File: src/rtl/cfg_serial_rx.sv
// Serial configuration receiver: deserializes cs_n/sclk/sdi write frames from an
// asynchronous 3-wire host and issues a one-cycle write strobe per valid frame.
module cfg_serial_rx #(
    parameter int unsigned REG_ADDR_WIDTH = 8,
    parameter int unsigned DATA_WIDTH     = 8,
    parameter int unsigned SYNC_STAGES    = 2
) (
    input  logic                      clk,
    input  logic                      rst_n,
    input  logic                      cs_n_in,
    input  logic                      sclk_in,
    input  logic                      sdi_in,
    output logic [REG_ADDR_WIDTH-1:0] addr_out,
    output logic [DATA_WIDTH-1:0]     data_out,
    output logic                      set,
    output logic                      write_en,
    output logic                      frame_err
);

    localparam int unsigned FRAME_LEN = 1 + REG_ADDR_WIDTH + DATA_WIDTH;
    localparam int unsigned CNT_MAX   = FRAME_LEN + 1;
    localparam int unsigned CNT_TOP   = (CNT_MAX > SYNC_STAGES) ? CNT_MAX : SYNC_STAGES;
    localparam int unsigned CNT_W     = $clog2(CNT_TOP + 1);

    localparam logic [1:0] ST_WAIT_IDLE = 2'd0;
    localparam logic [1:0] ST_IDLE      = 2'd1;
    localparam logic [1:0] ST_SHIFT     = 2'd2;

    logic [SYNC_STAGES-1:0]    cs_sync_q, sclk_sync_q, sdi_sync_q;
    logic                      sclk_dly_q;
    logic [1:0]                state_q, state_d;
    logic [CNT_W-1:0]          cnt_q, cnt_d;
    logic [FRAME_LEN-1:0]      shift_q, shift_d;
    logic [REG_ADDR_WIDTH-1:0] addr_q, addr_d;
    logic [DATA_WIDTH-1:0]     data_q, data_d;
    logic                      we_q, we_d;
    logic                      err_q, err_d;
    logic                      cs_s, sdi_s, sclk_rise;

    assign cs_s      = cs_sync_q[SYNC_STAGES-1];
    assign sdi_s     = sdi_sync_q[SYNC_STAGES-1];
    assign sclk_rise = sclk_sync_q[SYNC_STAGES-1] & ~sclk_dly_q;

    // Input synchronizers and sclk edge-detect delay flop
    always_ff @(posedge clk or negedge rst_n) begin
        if (!rst_n) begin
            cs_sync_q   <= '1;
            sclk_sync_q <= '0;
            sdi_sync_q  <= '0;
            sclk_dly_q  <= 1'b0;
        end else begin
            cs_sync_q   <= {cs_sync_q[SYNC_STAGES-2:0], cs_n_in};
            sclk_sync_q <= {sclk_sync_q[SYNC_STAGES-2:0], sclk_in};
            sdi_sync_q  <= {sdi_sync_q[SYNC_STAGES-2:0], sdi_in};
            sclk_dly_q  <= sclk_sync_q[SYNC_STAGES-1];
        end
    end

    always_ff @(posedge clk or negedge rst_n) begin
        if (!rst_n) begin
            state_q <= ST_WAIT_IDLE;
            cnt_q   <= '0;
            shift_q <= '0;
            addr_q  <= '0;
            data_q  <= '0;
            we_q    <= 1'b0;
            err_q   <= 1'b0;
        end else begin
            state_q <= state_d;
            cnt_q   <= cnt_d;
            shift_q <= shift_d;
            addr_q  <= addr_d;
            data_q  <= data_d;
            we_q    <= we_d;
            err_q   <= err_d;
        end
    end

    always_comb begin
        state_d = state_q;
        cnt_d   = cnt_q;
        shift_d = shift_q;
        addr_d  = addr_q;
        data_d  = data_q;
        we_d    = 1'b0;
        err_d   = 1'b0;
        case (state_q)
            // The cs_n chain's reset value is not a real sample, so let the
            // synchronizer fill before trusting it; a frame in flight is dropped.
            ST_WAIT_IDLE: begin
                if (cnt_q < CNT_W'(SYNC_STAGES)) begin
                    cnt_d = cnt_q + CNT_W'(1);
                end else if (cs_s) begin
                    cnt_d   = '0;
                    state_d = ST_IDLE;
                end
            end
            ST_IDLE: begin
                if (!cs_s) begin
                    cnt_d   = '0;
                    shift_d = '0;
                    state_d = ST_SHIFT;
                end
            end
            ST_SHIFT: begin
                // cs_n rise takes priority over a coincident sclk rise
                if (cs_s) begin
                    state_d = ST_IDLE;
                    if (cnt_q == CNT_W'(FRAME_LEN)) begin
                        if (shift_q[FRAME_LEN-1]) begin
                            addr_d = shift_q[FRAME_LEN-2 -: REG_ADDR_WIDTH];
                            data_d = shift_q[DATA_WIDTH-1:0];
                            we_d   = 1'b1;
                        end
                    end else if (cnt_q != '0) begin
                        err_d = 1'b1;
                    end
                end else if (sclk_rise) begin
                    shift_d = {shift_q[FRAME_LEN-2:0], sdi_s};
                    if (cnt_q != CNT_W'(CNT_MAX)) begin
                        cnt_d = cnt_q + CNT_W'(1);
                    end
                end
            end
            default: state_d = ST_WAIT_IDLE;
        endcase
    end

    assign addr_out  = addr_q;
    assign data_out  = data_q;
    assign set       = data_q[0];
    assign write_en  = we_q;
    assign frame_err = err_q;

endmodule

File: config.mk
export PLATFORM = sky130hd
export DESIGN_NAME = cfg_serial_rx
export DESIGN_NICKNAME = d
export VERILOG_FILES = /design/src/rtl/cfg_serial_rx.sv
export SDC_FILE = /design/constraint.sdc
export NUM_CORES = 1
export LEC_CHECK = 0
export ABC_AREA = 1
export CAP_MARGIN = 20
export CORE_MARGIN = 3
export CORE_UTILIZATION = 50
export DETAILED_ROUTE_END_ITERATION = 8
export PLACE_DENSITY = 0.87
export REMOVE_ABC_BUFFERS = 1
export SKIP_LAST_GASP = 1
export SLEW_MARGIN = 10
export SYNTH_ARGS = -nofsm -noshare
export SYNTH_HDL_FRONTEND = slang
export SYNTH_SLANG_ARGS = --single-unit
File: constraint.sdc
create_clock -name clk -period 1.6 [get_ports clk]
set_input_delay 0.32 -clock clk [delete_from_list [all_inputs] [get_ports clk]]
set_output_delay 0.32 -clock clk [all_outputs]
set_load 0.005 [all_outputs]
# == After elaboration in Yosys (flattened, before gate mapping) ==
# Index checks and enable logic that the tools add are counted.
# op_classes
n_addsub,1
mul,0
n_div,0
order_cmp,1
eq_ne,10
n_shift,0
mux,23
bitwise,2
reduce_logical,8
# ops
cell,n
$mux 17,3
$pmux 17 s2,1
$mux 5,6
$pmux 5 s3,1
$ne 2x2->1 const B,5
$mux 1,8
$reduce_and 4->1,2
$mux 2,3
$pmux 2 s3,1
$reduce_and 6->1,1
$add 5x1->5 const B,1
$eq 5x5->1 const B,1
$lt 5x2->1 const B,1
$ne 5x5->1 const B,1
$reduce_bool 5->1,1
$ne 3x3->1 const B,1
$reduce_bool 3->1,1
$eq 2x1->1 const B,1
$eq 2x2->1 const B,1
$logic_not 2->1,1
$reduce_and 2->1,1
$reduce_bool 2->1,1
$and 1x1->1,1
$not 1->1,1
# word_totals
reg_bits,49
latchBits,0
ramBits,0
mem_bits_ro,0
input_bits,5
wordCells,56
n_memories,0

# == Logic depth before layout (Yosys ltp) ==
# depth
ltp_word,5
mapped_depth,10
ltp_nobuf,9

# == Worst setup path before layout ==
# OpenSTA, ideal clock, no wires.
# synth_path
kind,register to register
from,register state_q[0]
to,register shift_q[0]
arrival_ps,1366
required_ps,1483
setup_slack_ps,117
path_stages_with_launch,9
n_path_buf,2
cell_sequence,dfrtp_1 inv_1 ha_1 buf_4 a21oi_4 o21ai_2 buf_6 nand2_1 nand2_1
# synth_between
elab_chain_cells,3
# synth_lines
element,line,rtl
from (decl),31,"logic [1:0] state_q, state_d;"
from (signal assigned),69,state_q <= state_d;
$eq 2x2->1 / $eq 2x1->1 (equally long branches),87,case (state_q)
$ne 2x2->1 (no source line) / $reduce_bool 2->1 (equally long branches),n/a,
$reduce_and 4->1 (no source line),n/a,
to (signal assigned),71,shift_q <= shift_d;
to (decl),33,"logic [FRAME_LEN-1:0] shift_q, shift_d;"
# Several ways; a longest one is shown, not always the timed one.
# A chain may end at the register's enable or synchronous reset.

# == Worst setup path after layout ==
# layout_path
from,register state_q[1]
to,register cnt_q[2]
# layout_between
elab_chain_cells,3
# layout_lines
element,line,rtl
"$eq 2x2->1, or another cell as far along",87,
"$ne 2x2->1 (no source line), or another cell as far along",n/a,
$reduce_and 6->1 (no source line),n/a,
to (signal assigned),70,cnt_q <= cnt_d;
to (decl),32,"logic [CNT_W-1:0] cnt_q, cnt_d;"
# Several ways; a longest one is shown, not always the timed one.

==> results.txt <==
Non-filler cells, final - 331
Final clock skew - 0.01152 ns
Minimum hold slack - 0.3592 ns
DIE AREA - 5307 µm²
R2r setup slk - 0.04 ns
Setup TNS - 0 ns
Total gr overflow - 0
Top cell type's share of synthesized area - 52.63%
Status - completed
Global-route usage over all layers - 18.99%
Crit end category - flop
Fraction of layout cells with a size suffix above 1 - 12.46%
First-pass DRT Iterations - 4
Largest net degree at the start of global routing - 21
R2r worst-path depth - 8
Synth unique cells - 26
Num Clock Sinks - 49
Fillcell total - 366
Nets - 293
Max-cap viol count - 0
CP Data Arrival Time - 1.75 ns
Final period util - 97.61%
Initial antenna violation count - 0
CTS buffer count - 5
First-pass GRT wire length - 7.762 mm
CTS root buffer - clkbuf_8
Reg2Reg Launch Point - state_q[1]$_DFFE_PN0P_
Starting density of the core - 53.93%
Worst-Skew Late Latency - 0.30 ns
Die X - 72.85 µm
Sequential area share after synthesis - 54.98%
Vias/cell - 5.299
Final wirelength - 4.512 mm
Top cells by count, synth - 97 x nand2_1, 47 x dfrtp_1, 22 x o21ai_0
Levels on crit path - 8
Crit path launch - state_q[1]$_DFFE_PN0P_
Crit path to - cnt_q[2]$_DFFE_PN0P_
Crit path cell chain - inv_1 > ha_1 > nand2_1 > inv_1 > nor2_1 > nand2_2 > o21ai_0 > nand2_1
Final hold vios - 0
Register area - 1230 µm²
Final setup fails - 0
#FFs+latches synth - 49
Asr flop ratio synth - 100.0%
Reg clk slew, reported paths - 0.09 ns
Most used DFF post-synth - dfrtp_1
Post-synth EDFFs - 0
Area occupied by multi-input gates - 890.9 µm²
CP Max Fanout - 6
Min Tclk post-route - 1.562 ns
Power density over the cells - 1218 nW/µm²
Vias in the first global route - 1685
CP delay by family, top - simple AND/OR/NAND/NOR gates
Crit path required time - 1.79 ns
Die extent in y - 72.85 µm
H-Tree Depth - 2
Core Box Area - 4144 µm²
RSZ-0062 raised after global routing - true
Leakage - 1.424 nW
I/O Pins - 24
TritonCTS clock tree - done
Mean Syn Cell Area - 9.011 µm²
Initial DRC count - 98
DRC viols - 0
Crit-path max cell delay - 0.41 ns
# rows - 23
N_diodes - 0
Most frequent cell after synthesis - nand2_1
DP Cell Count - 319
FF-to-FF End - cnt_q[2]$_DFFE_PN0P_
Buf+Inv Stages, Crit Path - 2
Synth top area cells - dfrtp_1 53%, nand2_1 16%, o21ai_0 4.9%, nand3_1 4.7%, ha_1 4.5%
Clock Path Buffers - 2
Peak supply drop - 0.0008152 V
Slowest-stage cell, CP - dfrtp_1
# port buffers - 23
Synth Cell Area - 2235 µm²
Max-slew violation count - 0
Vias - 1754
Post-DR wirelength/cell - 13.63 µm
Post-route ant nets - 0
Worst hold-check path type - flop to flop
Worst Tran Pin Value - 0.4404 ns
FMAX - 640.3 MHz
Critical Path Source Type - flop
Layout area overhead - 18.31%
Routability congestion estimate - 0.8610
Gate Count Post-Synth - 248
YS warnings - 0
Rel. slew slack - 70.64%
Synth area leader - dfrtp_1
Post-DP HPWL - 3.078 mm
Crit Path Class - flop to flop
-- routing by layer --
| layer | wire length (µm) | up-vias | track usage (%) |
|---|---|---|---|
| li1 | - | 850 | - |
| met1 | 1947 | 857 | 24.12 |
| met2 | 2327 | 41 | 31.16 |
| met3 | 161 | 6 | 4.132 |
| met4 | 75 | 0 | 8.402 |
| met5 | 0 | - | 0 |
-- power breakdown --
group / total (W) / internal [W] / switching, W
sequential: 0.00142 / 0.00133 / 0.0000896
clock: 0.000714 / 0.000312 / 0.000402
combinational: 0.00109 / 0.000383 / 0.000706
total: 0.00322 / 0.00202 / 0.00120
-- final cells by class --
cell class | instances | area share [%]
flip-flops and latches | 49 | 46.52
inverters | 17 | 2.414
repair buffers | 34 | 11.74
multi-input cells | 173 | 33.70
clock inverters | 2 | 0.5206
clock buffers | 6 | 2.745
well taps | 50 | 2.366
-- placed cells by master (no fill, tap or decap), drive strengths merged, types with 2 or more instances in the layout --
| cell type | n |
|---|---|
| clkdlybuf4s50 | 22 |
| ha | 8 |
| buf | 11 |
| nand2 | 100 |
| inv | 18 |
| nor2 | 12 |
| o21ai | 23 |
| nand3 | 22 |
| a21oi | 2 |
| dfstp | 2 |
| nand4 | 4 |
| clkbuf | 6 |
| dfrtp | 47 |
-- metrics by stage --
stage	setup WS, ns	instance area [µm²]	power [W]	util, %
2_1_floorplan	-0.1739	2156	0.002118	-
3_3_place_gp	0.1442	2504	0.002372	60.42
5_1_grt	-0.07271	2644	0.003432	63.80
4_1_cts	0.06008	2600	0.003151	62.74
6_report	0.03829	2644	0.003221	63.80
3_5_place_dp	0.07554	2504	0.002436	60.42
-- cell families (layout without fill, tap and decap cells) --
logic type                 Yosys count  count (layout)  synth area share (%)
adders and majority gates            8               8                 4.479
AOI/OAI and AO/OA                   26              26                 6.551
and+or+nand+nor                    137             138                 27.21
xor gates and xnor gates             1               1                0.3920
buffers and inverters               27              59                 6.382
DFF                                 49              49                 54.98
-- what timing repair did --
item                       4_1_cts  5_1_grt
hold buffers                     1        0
resized for setup                0        8
setup endpoints to repair        0       39
hold endpoints to repair        15        0
setup buffers                    0        2
-- worst min-delay path by stage --
stage | start | end | slack [ns] | cells past startpoint
floorplan | rst_n | addr_out[0]$_DFFE_PN0P_ | 0.02 | 0
global placement | rst_n | shift_q[9]$_DFFE_PN0P_ | 0.29 | 1
detailed placement | rst_n | shift_q[9]$_DFFE_PN0P_ | 0.29 | 1
CTS | cs_sync_q[0]$_DFF_PN1_ | cs_sync_q[1]$_DFF_PN1_ | 0.36 | 0
global route | cs_sync_q[0]$_DFF_PN1_ | cs_sync_q[1]$_DFF_PN1_ | 0.37 | 0
finish | cs_sync_q[0]$_DFF_PN1_ | cs_sync_q[1]$_DFF_PN1_ | 0.36 | 0
-- registers in the layout, summed over array words and instances (netlist names) --
register and flops:
sclk_dly_q 1, shift_q 17, data_out 8, addr_out 8, write_en 1, frame_err 1, cnt_q 5, sdi_sync_q 2
cs_sync_q 2, state_q 2, sclk_sync_q 2
Note: power is estimated with default switching activity, not from simulation.
